## config.mk

```make
export PLATFORM = sky130hd
export DESIGN_NAME = aurora_traffic_tester
export DESIGN_NICKNAME = d
export VERILOG_FILES = /design/src/rtl/aurora_traffic_tester_pkg.sv /design/src/rtl/aurora_traffic_tester_pattern_gen.sv /design/src/rtl/aurora_traffic_tester.sv
export SDC_FILE = /design/constraint.sdc
export NUM_CORES = 1
export LEC_CHECK = 0
export BUFFER_PORTS_ARGS = -buffer_cell sky130_fd_sc_hd__buf_2
export CAP_MARGIN = 20
export CORE_UTILIZATION = 56
export CTS_CLUSTER_SIZE = 40
export DETAILED_ROUTE_END_ITERATION = 7
export PLACE_DENSITY = 0.91
export SYNTH_ARGS = -nofsm -noshare
export SYNTH_HDL_FRONTEND = slang
export SYNTH_SLANG_ARGS = --single-unit
export TNS_END_PERCENT = 10
```

## constraint.sdc

```tcl
create_clock -name USER_CLK -period 3 [get_ports USER_CLK]
set_input_delay 0.15 -clock USER_CLK [delete_from_list [all_inputs] [get_ports USER_CLK]]
set_output_delay 0.15 -clock USER_CLK [all_outputs]
set_load 0.1 [all_outputs]
```

## src/rtl/aurora_traffic_tester_pkg.sv

```systemverilog
// Shared types, constants and helpers for the Aurora traffic tester.
// Optional feature macro: AURORA_TRAFFIC_ERR_INJECT_EN (used in top).
`ifndef AURORA_TT_TRUE
`define AURORA_TT_TRUE 1'b1
`define AURORA_TT_FALSE 1'b0
`endif

package aurora_traffic_tester_pkg;

  typedef enum logic [1:0] {
    ST_DOWN   = 2'd0,
    ST_RUN    = 2'd1,
    ST_RESYNC = 2'd2
  } state_t;

  localparam int MODE_CNT  = 0;
  localparam int MODE_LFSR = 1;

  function automatic logic [63:0] default_poly(input int w);
    case (w)
      8:       return 64'h0000_0000_0000_00B8;
      32:      return 64'h0000_0000_8020_0003;
      64:      return 64'hD800_0000_0000_0000;
      default: return 64'h0000_0000_0000_B400;
    endcase
  endfunction

  function automatic int log2c(input int n);
    int r;
    r = 0;
    for (int v = n - 1; v > 0; v = v >> 1) r++;
    return (r < 1) ? 1 : r;
  endfunction

endpackage

```

## src/rtl/aurora_traffic_tester_pattern_gen.sv

```systemverilog
// Combinational next-pattern step: counter or Galois LFSR.
// Shared by the TX generator and the RX expected-value path.
module aurora_pattern_gen
  import aurora_traffic_tester_pkg::*;
#(
  parameter int                    DATA_WIDTH = 16,
  parameter int                    MODE       = MODE_CNT,
  parameter logic [DATA_WIDTH-1:0] POLY       = '1
)(
  input  logic [DATA_WIDTH-1:0] i_x,
  output logic [DATA_WIDTH-1:0] o_next
);

  // next(x) for the selected pattern
  always_comb begin
    if (MODE == MODE_LFSR)
      o_next = (i_x >> 1) ^ (i_x[0] ? POLY : '0);
    else
      o_next = i_x + 1'b1;
  end

endmodule

```

## src/rtl/aurora_traffic_tester.sv

```systemverilog
// Aurora LocalLink pattern generator/checker with lock tracking.
// Optional: define AURORA_TRAFFIC_ERR_INJECT_EN for the INJECT_ERR input.
module aurora_traffic_tester
  import aurora_traffic_tester_pkg::*;
#(
  parameter int                    DATA_WIDTH = 16,
  parameter int                    N_LANE     = 1,
  parameter int                    MODE       = MODE_CNT,
  parameter logic [DATA_WIDTH-1:0] POLY       =
    DATA_WIDTH'(default_poly(DATA_WIDTH)),
  parameter logic [DATA_WIDTH-1:0] SEED       = DATA_WIDTH'(1),
  parameter int                    CNT_WIDTH  = 32,
  parameter int                    RESYNC_N   = 4
)(
  input  logic                  USER_CLK,
  input  logic                  RESET_N,
  input  logic                  CHANNEL_UP,
  input  logic [N_LANE-1:0]     LANE_UP,
  input  logic                  HARD_ERR,
  input  logic                  SOFT_ERR,
  input  logic                  CLR_STATS,
  input  logic                  TX_DST_RDY_N,
`ifdef AURORA_TRAFFIC_ERR_INJECT_EN
  input  logic                  INJECT_ERR,
`endif
  output logic [DATA_WIDTH-1:0] TX_D,
  output logic                  TX_SRC_RDY_N,
  input  logic [DATA_WIDTH-1:0] RX_D,
  input  logic                  RX_SRC_RDY_N,
  output logic                  LOCKED,
  output logic [CNT_WIDTH-1:0]  RX_WORDS,
  output logic [CNT_WIDTH-1:0]  RX_ERRS,
  output logic [CNT_WIDTH-1:0]  SOFT_ERRS,
  output logic                  HARD_SEEN
);

  localparam int GW = log2c(RESYNC_N + 1);

  state_t                r_state, w_state_nxt;
  logic [DATA_WIDTH-1:0] r_exp, w_exp_nxt;
  logic [DATA_WIDTH-1:0] r_tx_d;
  logic [DATA_WIDTH-1:0] w_tx_adv, w_rx_adv;
  logic [GW-1:0]         r_good, w_good_nxt, w_good_inc;
  logic                  r_lock, w_lock_nxt;
  logic                  r_tx_vld;
  logic [CNT_WIDTH-1:0]  r_words, r_errs, r_soft;
  logic                  r_hard;
  logic                  w_down, w_rx_vld, w_match, w_tx_xfer;
  logic                  w_inc_word, w_inc_err;
  logic                  w_unused;

  assign w_unused   = ^LANE_UP;
  assign w_down     = !CHANNEL_UP || HARD_ERR;
  assign w_rx_vld   = !RX_SRC_RDY_N;
  assign w_match    = (RX_D == r_exp);
  assign w_tx_xfer  = r_tx_vld && !TX_DST_RDY_N;
  assign w_good_inc = r_good + 1'b1;

  aurora_pattern_gen #(
    .DATA_WIDTH (DATA_WIDTH),
    .MODE       (MODE),
    .POLY       (POLY)
  ) u_tx_gen (
    .i_x    (r_tx_d),
    .o_next (w_tx_adv)
  );

  // A matching word equals r_exp, so next(RX_D) serves both
  // the in-lock advance and the resync reseed.
  aurora_pattern_gen #(
    .DATA_WIDTH (DATA_WIDTH),
    .MODE       (MODE),
    .POLY       (POLY)
  ) u_rx_gen (
    .i_x    (RX_D),
    .o_next (w_rx_adv)
  );

  // Next state, expected word, lock and counter strobes
  always_comb begin
    w_state_nxt = r_state;
    w_exp_nxt   = r_exp;
    w_good_nxt  = r_good;
    w_lock_nxt  = r_lock;
    w_inc_word  = 1'b0;
    w_inc_err   = 1'b0;
    if (w_down) begin
      w_state_nxt = ST_DOWN;
      w_lock_nxt  = `AURORA_TT_FALSE;
    end else begin
      unique case (r_state)
        ST_DOWN: begin
          w_state_nxt = ST_RUN;
          w_exp_nxt   = SEED;
          w_good_nxt  = '0;
        end
        ST_RUN: begin
          if (w_rx_vld) begin
            w_exp_nxt = w_rx_adv;
            if (w_match) begin
              w_inc_word = 1'b1;
              w_lock_nxt = `AURORA_TT_TRUE;
            end else begin
              w_inc_err   = 1'b1;
              w_lock_nxt  = `AURORA_TT_FALSE;
              w_good_nxt  = '0;
              w_state_nxt = ST_RESYNC;
            end
          end
        end
        ST_RESYNC: begin
          if (w_rx_vld) begin
            w_exp_nxt = w_rx_adv;
            if (w_match) begin
              w_good_nxt = w_good_inc;
              if (w_good_inc == GW'(RESYNC_N)) begin
                w_good_nxt  = '0;
                w_lock_nxt  = `AURORA_TT_TRUE;
                w_state_nxt = ST_RUN;
              end
            end else begin
              w_inc_err  = 1'b1;
              w_good_nxt = '0;
            end
          end
        end
        default: w_state_nxt = ST_DOWN;
      endcase
    end
  end

  // FSM, checker and TX pattern registers
  always_ff @(posedge USER_CLK or negedge RESET_N) begin
    if (!RESET_N) begin
      r_state  <= ST_DOWN;
      r_exp    <= SEED;
      r_good   <= '0;
      r_lock   <= 1'b0;
      r_tx_d   <= SEED;
      r_tx_vld <= 1'b0;
    end else begin
      r_state  <= w_state_nxt;
      r_exp    <= w_exp_nxt;
      r_good   <= w_good_nxt;
      r_lock   <= w_lock_nxt;
      r_tx_vld <= !w_down && (r_state != ST_DOWN);
      if (r_state == ST_DOWN)
        r_tx_d <= SEED;
      else if (w_tx_xfer)
        r_tx_d <= w_tx_adv;
    end
  end

  // Saturating statistics; a clear pulse wins over increments
  always_ff @(posedge USER_CLK or negedge RESET_N) begin
    if (!RESET_N) begin
      r_words <= '0;
      r_errs  <= '0;
      r_soft  <= '0;
      r_hard  <= 1'b0;
    end else if (CLR_STATS) begin
      r_words <= '0;
      r_errs  <= '0;
      r_soft  <= '0;
      r_hard  <= 1'b0;
    end else begin
      if (w_inc_word && !(&r_words))
        r_words <= r_words + 1'b1;
      if (w_inc_err && !(&r_errs))
        r_errs <= r_errs + 1'b1;
      if (SOFT_ERR && !(&r_soft))
        r_soft <= r_soft + 1'b1;
      if (HARD_ERR)
        r_hard <= 1'b1;
    end
  end

`ifdef AURORA_TRAFFIC_ERR_INJECT_EN
  logic r_inj;

  // Arm on a pulse; disarm once the corrupted word is taken
  always_ff @(posedge USER_CLK or negedge RESET_N) begin
    if (!RESET_N)
      r_inj <= 1'b0;
    else if (r_inj && w_tx_xfer)
      r_inj <= 1'b0;
    else if (INJECT_ERR)
      r_inj <= 1'b1;
  end

  assign TX_D = r_tx_d ^ {{(DATA_WIDTH-1){1'b0}}, r_inj};
`else
  assign TX_D = r_tx_d;
`endif

  assign TX_SRC_RDY_N = !r_tx_vld;
  assign LOCKED       = r_lock;
  assign RX_WORDS     = r_words;
  assign RX_ERRS      = r_errs;
  assign SOFT_ERRS    = r_soft;
  assign HARD_SEEN    = r_hard;

endmodule

```

Word level (Yosys, flattened, before mapping)
Cells that the tools add are included.
{ "totals": {"regBits": 136, "inputBits": 25, "word_cells": 100} }
{ "classes": {"n_bitwise": 1, "n_reduce_logical": 31, "eq_ne": 13, "muxes": 39, "n_addsub": 6} }
{ "ops": {"columns": ["operator", "n"], "rows": [
  ["two-way mux 32 bit", 6],
  ["adder 32 x 1 -> 32 bit, second input constant", 3],
  ["AND reduction 32 bit", 3],
  ["two-way mux 16 bit", 3],
  ["adder 16 x 1 -> 16 bit, second input constant", 2],
  ["case mux 16 bit (2 select lines)", 1],
  ["== test 16 bit", 1],
  ["two-way mux 1 bit", 15],
  ["two-way mux 3 bit", 5],
  ["inequality test 3 bit, second input constant", 5],
  ["AND reduction 5 bit", 3],
  ["nonzero test 2 bit", 7],
  ["two-way mux 2 bit", 6],
  ["case mux 3 bit (3 select lines)", 1],
  ["inequality test 2 bit, second input constant", 4],
  ["zero test 1 bit", 7],
  ["case mux 2 bit (3 select lines)", 1],
  ["nonzero test 3 bit", 2],
  ["logical AND 1 bit", 5],
  ["adder 3 x 1 -> 3 bit, second input constant", 1],
  ["== test 3 bit, second input constant", 1],
  ["AND reduction 3 bit", 1],
  ["== test 2 x 1 -> 1 bit, second input constant", 1],
  ["== test 2 bit, second input constant", 1],
  ["5 further kinds", 5]
]} }

Depth between registers and ports, before layout
Gate-level depths: netlist (run 1).
{ "depth": {"depth_word": 8, "ltp_mapped": 10} }

Hierarchy
A second synthesis (run 1) with hierarchy kept.
{ "unflattened": {"hier_cells": 899, "hier_area_um2": 7893.8} }
{ "by_module_without_submodules": {"columns": ["module", "n_inst", "area_each_um2", "cells_each"], "rows": [
  ["aurora_traffic_tester", 1, 7298.2, 813],
  ["aurora_pattern_gen", 2, 297.8, 43]
]} }

Least setup slack after synthesis (run 1)
Ideal clock, no wire load.
{ "synth_timing": {"path_type": "reg-to-reg", "from": "register r_errs[2], in the netlist RX_ERRS[2]", "to": "register r_errs[25], in the netlist RX_ERRS[25]", "path_slack_ps": 16, "stages_incl_launch_ff": 8, "period_less_slack_ps": 2984, "path_buffers": 1, "arrival_time_ps": 2859, "path_cell_list": "dfrtp_1 nand4_1 nor2_1 nand4_1 or3_1 clkbuf_1 nor4_1 mux2_2"} }
{ "synth_via": {"elab_chain_cells": 4} }
{ "synth_lines": {"columns": ["element", "line_no", "rtl"], "rows": [
  ["start, declared", "aurora_traffic_tester.sv:46", "logic [CNT_WIDTH-1:0] r_words, r_errs, r_soft;"],
  ["start signal, assigned", "aurora_traffic_tester.sv:170", "r_errs <= r_errs + 1'b1;"],
  ["branches (longest 4 deep; another with adder 32 x 1 -> 32 bit)", null, null]
]} }
Parallel ways; which one is timed is not known. The select of a mux whose other input is x is not followed.
A chain may end at the register's enable or synchronous reset.

Final worst setup path (run 1)
{ "layout_timing": {"from": "register r_state[1]", "to": "register r_words[20], in the netlist RX_WORDS[20]"} }
{ "layout_via": {"elab_chain_cells": 5} }
{ "layout_lines": {"columns": ["element", "line_no", "rtl"], "rows": [
  ["start, declared", "aurora_traffic_tester.sv:39", "state_t r_state, w_state_nxt;"],
  ["start signal, assigned", "aurora_traffic_tester.sv:142", "r_state <= w_state_nxt;"],
  ["== test 2 x 1 -> 1 bit", "aurora_traffic_tester.sv:91", "unique case (r_state)"],
  ["two-way mux 1 bit", "aurora_traffic_tester.sv:91", null],
  ["two-way mux 1 bit", "aurora_traffic_tester.sv:87", "if (w_down) begin"],
  ["logical AND 1 bit", "aurora_traffic_tester.sv:167", "if (w_inc_word && !(&r_words))"],
  ["nonzero test 2 bit (no line)", null, null],
  ["end signal, assigned", "aurora_traffic_tester.sv:168", "r_words <= r_words + 1'b1;"],
  ["end, declared", "aurora_traffic_tester.sv:46", null]
]} }
No other way between the ends.

==> results of run 1 <==
==> stage by stage <==
step / cell area [sq um] / cells / util (%) / power, uW
after global routing: 9080 / 1142 / 68.6 / 4490
after floorplan: 7600 / 827 / - / 2070
after detailed placement: 8420 / 1107 / 63.6 / 2170
after global placement: 8420 / 1107 / 63.6 / 2160
after CTS: 9080 / 1142 / 68.6 / 4380
final: 9080 / 1142 / 68.6 / 4340
==> state kept, by name, indices dropped and copies added (netlist names) <==
signal / flops
HARD_SEEN: 1
LOCKED: 1
RX_ERRS: 32
RX_WORDS: 32
SOFT_ERRS: 32
TX_D: 16
r_exp: 16
r_good: 3
r_state: 2
r_tx_vld: 1
==> path summary, 6_finish.rpt <==
check,startpoint,endpoint,slack [ns],cells after the start
setup / recovery,r_state[1],RX_WORDS[20],0.42,7
hold / removal,SOFT_ERR,SOFT_ERRS[1],0.06,3
setup reg to reg,r_state[1],RX_WORDS[20],0.42,7
hold reg to reg,r_exp[2],r_exp[2],0.50,2
max in group asynchronous,RESET_N,SOFT_ERRS[6],1.94,3
min in group asynchronous,RESET_N,TX_D[11],0.26,2
==> area by class of cell <==
class / instances / area [sq um]
flip-flops and latches: 136 / 3410
fillers: 1021 / 4160
multi-input cells: 632 / 3950
clock inverters: 15 / 201
well taps: 176 / 220
inverters: 18 / 67.6
clock buffers: 17 / 425
repair buffers: 148 / 807
==> critical path: stages, from the launching register on <==
cell and delay [ns]:
dfrtp_1 0.40, inv_1 0.13, ha_1 0.32, nand3_1 0.29, or3_1 0.43, or3_4 0.42
or3_1 0.36, a21oi_1 0.15
==> repair_timing <==
action	in CTS	in global routing
hold endpoints to repair	64	0
hold buffers	3	0
resized for setup	0	0
setup endpoints to repair	0	0
==> kinds of logic after synthesis <==
family	Yosys count	share of synthesized area [%]
compound gates	115	9.09
simple gates	404	28.9
buf+inv	59	3.16
mux	13	1.88
xor+xnor	88	10.1
flops	136	44.8
fa+ha+maj	12	1.98
==> layer usage <==
| layer | track usage (%) | vias up |
|---|---|---|
| li1 | - | 3231 |
| met1 | 35.1 | 3312 |
| met2 | 44.6 | 209 |
| met3 | 6.95 | 31 |
| met4 | 10.3 | 0 |
| met5 | 0 | - |
==> report_power, final <==
part	total, uW	switching (uW)	internal [uW]
combinational	268	198	70.5
clock	2200	806	1390
sequential	1870	17.2	1860
total	4340	1020	3320
==> cells in the final DEF, fill, tap and decap left out, drive strengths merged, types with 15 or more instances in the layout <==
cell type and n:
a21oi 39, and3 21, and4 19, buf 145, clkbuf 17, dfrtp 134, inv 20, nand2 71
nand3 50, nand4 34, nor2 93, nor3 22, nor4 20, o21ai 37, o31ai 15, or3 25
or4 17, xnor2 26, xor2 62
==> results by group, run 1 <==
Global route
  – Total Routing Usage GR: 27.3%
  – Gr ovfl total: 0
  – Antenna violations before repair: 0
  – Pin count of the biggest net entering global routing: 89
  – Vias in the first global route: 6476
  – First-pass GRT wire length: 31100 um

STA
  – RSZ-0062 raised after global routing: false
  – Final period utilization: 86.1%
  – FMAX: 387 MHz
  – Setup-failing EPs final: 0
  – Final hold slack: 0.0625 ns
  – Final Max Tran Viols: 0
  – Post-layout worst setup margin: 0.416 ns
  – Min Tclk post-route: 2.58 ns
  – Worst slew margin: 31.3%
  – Setup_tns: 0 ns
  – Final Hold Vio Count: 0
  – Worst Skew: 0.00741 ns
  – Worst-margin pin slew: 1.02 ns

Cells and area
  – Synth-to-layout area growth: 19.5%
  – Fin nets: 990
  – Layout cells sized above 1: 21.1%
  – Number of inserted diodes: 0

Floorplanning
  – DIE AREA: 0.0140 sq mm
  – Core footprint: 0.0132 sq mm
  – Die W: 118 um
  – Ports: 140
  – Starting Density: 57.4%
  – Cell row count: 42
  – Chip Height: 118 um

Worst setup path
  – Crit. End Element: flop
  – CP arrival: 2.92 ns
  – Required time of the critical path: 3.34 ns
  – CP Class: reg2reg
  – Type of origin of the critical path: flop
  – CP Max Fanout: 15

Clocking
  – Later-pin clock latency in the skew report: 0.43 ns
  – H-tree Lvls: 4
  – CTS tree: built
  – Worst-case clock buffer depth: 2
  – Setup bufs post-CTS: 0
  – Reg clk slew, reported paths: 0.06 ns
  – Clk root buf: clkbuf_16
  – CTS Sinks: 136
  – Inserted Clock Buffers: 17

Yosys
  – Yosys synthesis warning count: 0
  – Synthesized area: 0.00760 sq mm
  – Synth Instances: 827
  – Cell with the most instances after synthesis: dfrtp_1
  – Flop and latch count out of synthesis: 136
  – Sequential share of the synthesized area: 44.8%
  – Avg Inst Size Synth: 9.19 sq um
  – Net Count, Synth: 864
  – Ys async rst share: 100%
  – Synth area leaders: dfrtp_1, xor2_1, nor2_1
  – Prevailing post-synth register cell: dfrtp_1
  – Post-synth EDFFs: 0
  – Synth cell count leaders: dfrtp_1, nor2_1, nand2_1, xor2_1, nand3_1
  – Post-synth top area share: 44.1%
  – Synth area leader: dfrtp_1
  – Synth unique cells: 60

Route
  – Vias/cell: 5.94
  – Post-route DRC: 0
  – Routed wire per std cell: 16.0 um
  – Met3 WL: 1070 um
  – Pre-antenna DRT Iters: 5
  – Via count: 6783
  – Max layer used: met4
  – Initial drt markers: 369
  – Routed Antenna Nets: 0
  – Metal1 wirelength: 7810 um
  – Total Routed Length: 18300 um
  – Met2 Wirelength: 9060 um

Place
  – Dpl ws: 0.436 ns
  – Port buffer count: 138
  – Placer congestion estimate: 0.868
  – Dpl hpwl: 12400 um

Power
  – Power per cell area: 478 mW/mm^2
  – Max rail drop VDD: 423 uV
  – LEAKAGE: 0.00410 uW

Status
  – Status: complete, no violations

Run
  – Max-cap viol count: 0

Hold path
  – Worst hold path class: in2reg
Note: power is estimated with default switching activity, not from simulation.
==> run 2, diff against run 1 <==
--- a/config.mk
+++ b/config.mk
@@ -6,12 +6,13 @@
 export NUM_CORES = 1
 export LEC_CHECK = 0
 export BUFFER_PORTS_ARGS = -buffer_cell sky130_fd_sc_hd__buf_2
-export CAP_MARGIN = 20
-export CORE_UTILIZATION = 56
+export CORE_UTILIZATION = 57
 export CTS_CLUSTER_SIZE = 40
 export DETAILED_ROUTE_END_ITERATION = 7
-export PLACE_DENSITY = 0.91
+export GPL_TIMING_DRIVEN = 0
+export PLACE_DENSITY = 0.92
 export SYNTH_ARGS = -nofsm -noshare
 export SYNTH_HDL_FRONTEND = slang
+export SYNTH_HIERARCHICAL = 1
 export SYNTH_SLANG_ARGS = --single-unit
 export TNS_END_PERCENT = 10
==> run 2 against run 1 <==
Net effect:
- register-to-register slack lost 0.26 ns
- clock skew about the same
- sequential share of layout area decreased by 1.4 points
- hold slack gained 0.012 ns
- critical path type unchanged
==> results by group, run 2 <==
Cells and area
  – Area of the multi-input gates: 0.00419 sq mm (+6.0%)
  – Synth-to-layout area growth: 19.6% (about the same)
  – Layout cells sized above 1: 20.5% (-0.58 points)
  – Commonest non-fill, non-tap cell in the layout: buf_2
  – Fin nets: 1095 (+11%)
  – Final Util: 70.4% (+1.9 points)
  – Filler cell count: 1009 (-1.2%)
  – FF/Latch Area: 0.00341 sq mm (unchanged)
  – Number of inserted diodes: 0 (unchanged)
  – Most frequent cells in the layout: buf_2, dfrtp_1, nand2_1

Place
  – Placer congestion estimate: 0.890 (+2.5%)
  – Dpl hpwl: 14200 um (+14%)
  – Port buffer count: 136 (-1.4%)
  – Dpl ws: 0.217 ns (-0.219 ns)

STA
  – Worst slew margin: 43.4% (+12 points)
  – Final Hold Vio Count: 0 (unchanged)
  – FMAX: 352 MHz (-9.2%)
  – Worst-margin pin slew: 0.841 ns (-0.177 ns)
  – RSZ-0062 raised after global routing: false
  – Setup-failing EPs final: 0 (unchanged)
  – Final period utilization: 94.8% (+8.7 points)
  – Min Tclk post-route: 2.84 ns (+0.260 ns)
  – Final Max Tran Viols: 0 (unchanged)
  – Post-layout worst setup margin: 0.156 ns (-0.260 ns)
  – Worst Skew: 0.00697 ns (-0.000445 ns)

Clocking
  – Later-pin clock latency in the skew report: 0.43 ns (about the same)
  – H-tree Lvls: 4 (unchanged)
  – Setup bufs post-CTS: 0 (unchanged)
  – Inserted Clock Buffers: 17 (unchanged)
  – Worst-case clock buffer depth: 2 (unchanged)
  – Clk root buf: clkbuf_16
  – Reg clk slew, reported paths: 0.06 ns (about the same)
  – CTS Sinks: 136 (unchanged)
  – CTS tree: built

Global route
  – Gr ovfl total: 0 (unchanged)
  – Antenna violations before repair: 0 (unchanged)
  – Pin count of the biggest net entering global routing: 89 (unchanged)
  – Total Routing Usage GR: 29.8% (+2.4 points)
  – First-pass GRT wire length: 34200 um (+10%)
  – Vias in the first global route: 7118 (+9.9%)

Route
  – Routed Antenna Nets: 0 (unchanged)
  – Initial drt markers: 741 (+100%)
  – Vias/cell: 6.13 (+3.1%)
  – Routed wire per std cell: 16.4 um (+2.3%)
  – Post-route DRC: 0 (unchanged)
  – Pre-antenna DRT Iters: 5 (unchanged)
  – Via count: 7638 (+13%)
  – Total Routed Length: 20500 um (+12%)

Power
  – Power per cell area: 451 mW/mm^2 (-5.7%)
  – Max rail drop VDD: 362 uV (-14%)
  – LEAKAGE: 0.00416 uW (+1.3%)
  – Final Power: 4260 uW (-1.9%)

Floorplanning
  – Cell row count: 42 (unchanged)
  – Chip Height: 120 um (+1.0%)
  – DIE AREA: 0.0143 sq mm (+2.0%)
  – Starting Density: 58.9% (+1.5 points)
  – Die W: 120 um (+1.0%)
  – Ports: 140 (unchanged)
  – Core footprint: 0.0134 sq mm (+1.2%)

Worst setup path
  – Required time of the critical path: 3.29 ns (-0.05 ns)
  – CP Max Fanout: 10 (-5)
  – Type of origin of the critical path: flop
  – CP Class: reg2reg
  – Crit. End Element: flop
  – CP arrival: 3.13 ns (+0.21 ns)

Yosys
  – Post-synth top area share: 42.5% (-1.7 points)
  – Prevailing post-synth register cell: dfrtp_1
  – Ys async rst share: 100% (unchanged)
  – Cell with the most instances after synthesis: dfrtp_1
  – Synth area leader: dfrtp_1
  – Synth unique cells: 51 (-15%)
  – Sequential share of the synthesized area: 43.1% (-1.7 points)
  – Synthesized area: 0.00789 sq mm (+3.9%)
  – Flop and latch count out of synthesis: 136 (unchanged)
  – Avg Inst Size Synth: 8.78 sq um (-4.4%)
  – Post-synth EDFFs: 0 (unchanged)
  – Synth Instances: 899 (+8.7%)
  – Synth cell count leaders: dfrtp_1, nand2_1, nor2_1, a21oi_1
  – Net Count, Synth: 936 (+8.3%)
  – Synth area leaders: dfrtp_1, xor2_1, nand2_1
  – Yosys synthesis warning count: 6 (+6)

Hold path
  – Worst hold path class: in2reg

Status
  – Status: complete, no violations

Run
  – Max-cap viol count: 0 (unchanged)
==> run 2: cell count changes after synthesis, sizes merged, moves of 7 or more <==
cell	delta
nand2	+37
a21oi	+27
nor2	-18
xor2	-15
or3	+7
and4	-10
nor4	+9
and3	-10
nand4	+15
or4	+8
o21ai	+10
==> run 2: path summary, 6_finish.rpt <==
| path | start | endpoint | slack (ns) | cells after the start |
|---|---|---|---|---|
| setup / recovery | r_exp[9] | RX_ERRS[1] | 0.16 | 10 |
| hold / removal | RX_D[15] | r_exp[15] | 0.07 | 4 |
| setup reg to reg | r_exp[9] | RX_ERRS[1] | 0.16 | 10 |
| hold reg to reg | HARD_SEEN | HARD_SEEN | 0.48 | 2 |
| max in group asynchronous | RESET_N | RX_WORDS[8] | 1.97 | 3 |
| min in group asynchronous | RESET_N | r_exp[10] | 0.24 | 2 |
==> run 2: area by class of cell <==
class | instances | share of cell area (%)
Sequential cell | 136 | 36.1
Inverter | 24 | 0.954
Timing Repair Buffer | 140 | 7.89
Clock buffer | 17 | 4.51
Multi-Input combinational cell | 692 | 44.4
Clock inverter | 15 | 1.63
Tap cell | 176 | 2.33
Buffer | 47 | 2.24
==> run 2: kinds of logic (layout without fill, tap and decap cells) <==
family                     after synthesis  count (layout)  share of synthesized area, %
and+or+nand+nor                        445             445                          30.2
AOI/OAI and AO/OA                      144             144                          10.3
DFF                                    136             136                          43.1
xor gates and xnor gates                71              71                          7.88
buffers and inverters                   71             243                          3.80
muxes                                   20              20                          2.79
adders and majority gates               12              12                          1.90
==> run 2: power by group <==
| group | switching (uW) | internal [uW] |
|---|---|---|
| combinational | 211 | 81.6 |
| sequential | 24.4 | 1870 |
| clock | 851 | 1220 |
==> run 2: timing repair <==
item | in CTS | in global routing
hold endpoints to repair | 50 | 0
hold buffers | 3 | 0
resized for setup | 0 | 2
setup endpoints to repair | 0 | 2
==> run 2: through the flow <==
stage,hold slack [ns],instances,setup TNS (ns),area [sq um]
2_1_floorplan,-0.146,899,0,7890
3_3_place_gp,0.423,1211,-15.85,8790
3_5_place_dp,0.117,1212,0,8830
4_1_cts,0.0562,1247,0,9440
5_1_grt,0.0932,1247,0,9440
6_report,0.0744,1247,0,9440
==> run 2: metal layers <==
| metal | routed length, um | global-route usage, % |
|---|---|---|
| met1 | 8720 | 38.7 |
| met2 | 9990 | 48.3 |
| met3 | 1410 | 6.70 |
| met4 | 345 | 11.6 |
| met5 | 0 | 0 |
==> run 2: critical path: stages, from the launching register on <==
cell and delay (ns):
dfrtp_1 0.39, xor2_1 0.16, nor4_1 0.37, nand4_1 0.25
clkbuf_2 0.26, nand4_1 0.19, buf_2 0.25, buf_2 0.28
buf_2 0.28, mux2i_1 0.21, nor2_1 0.05
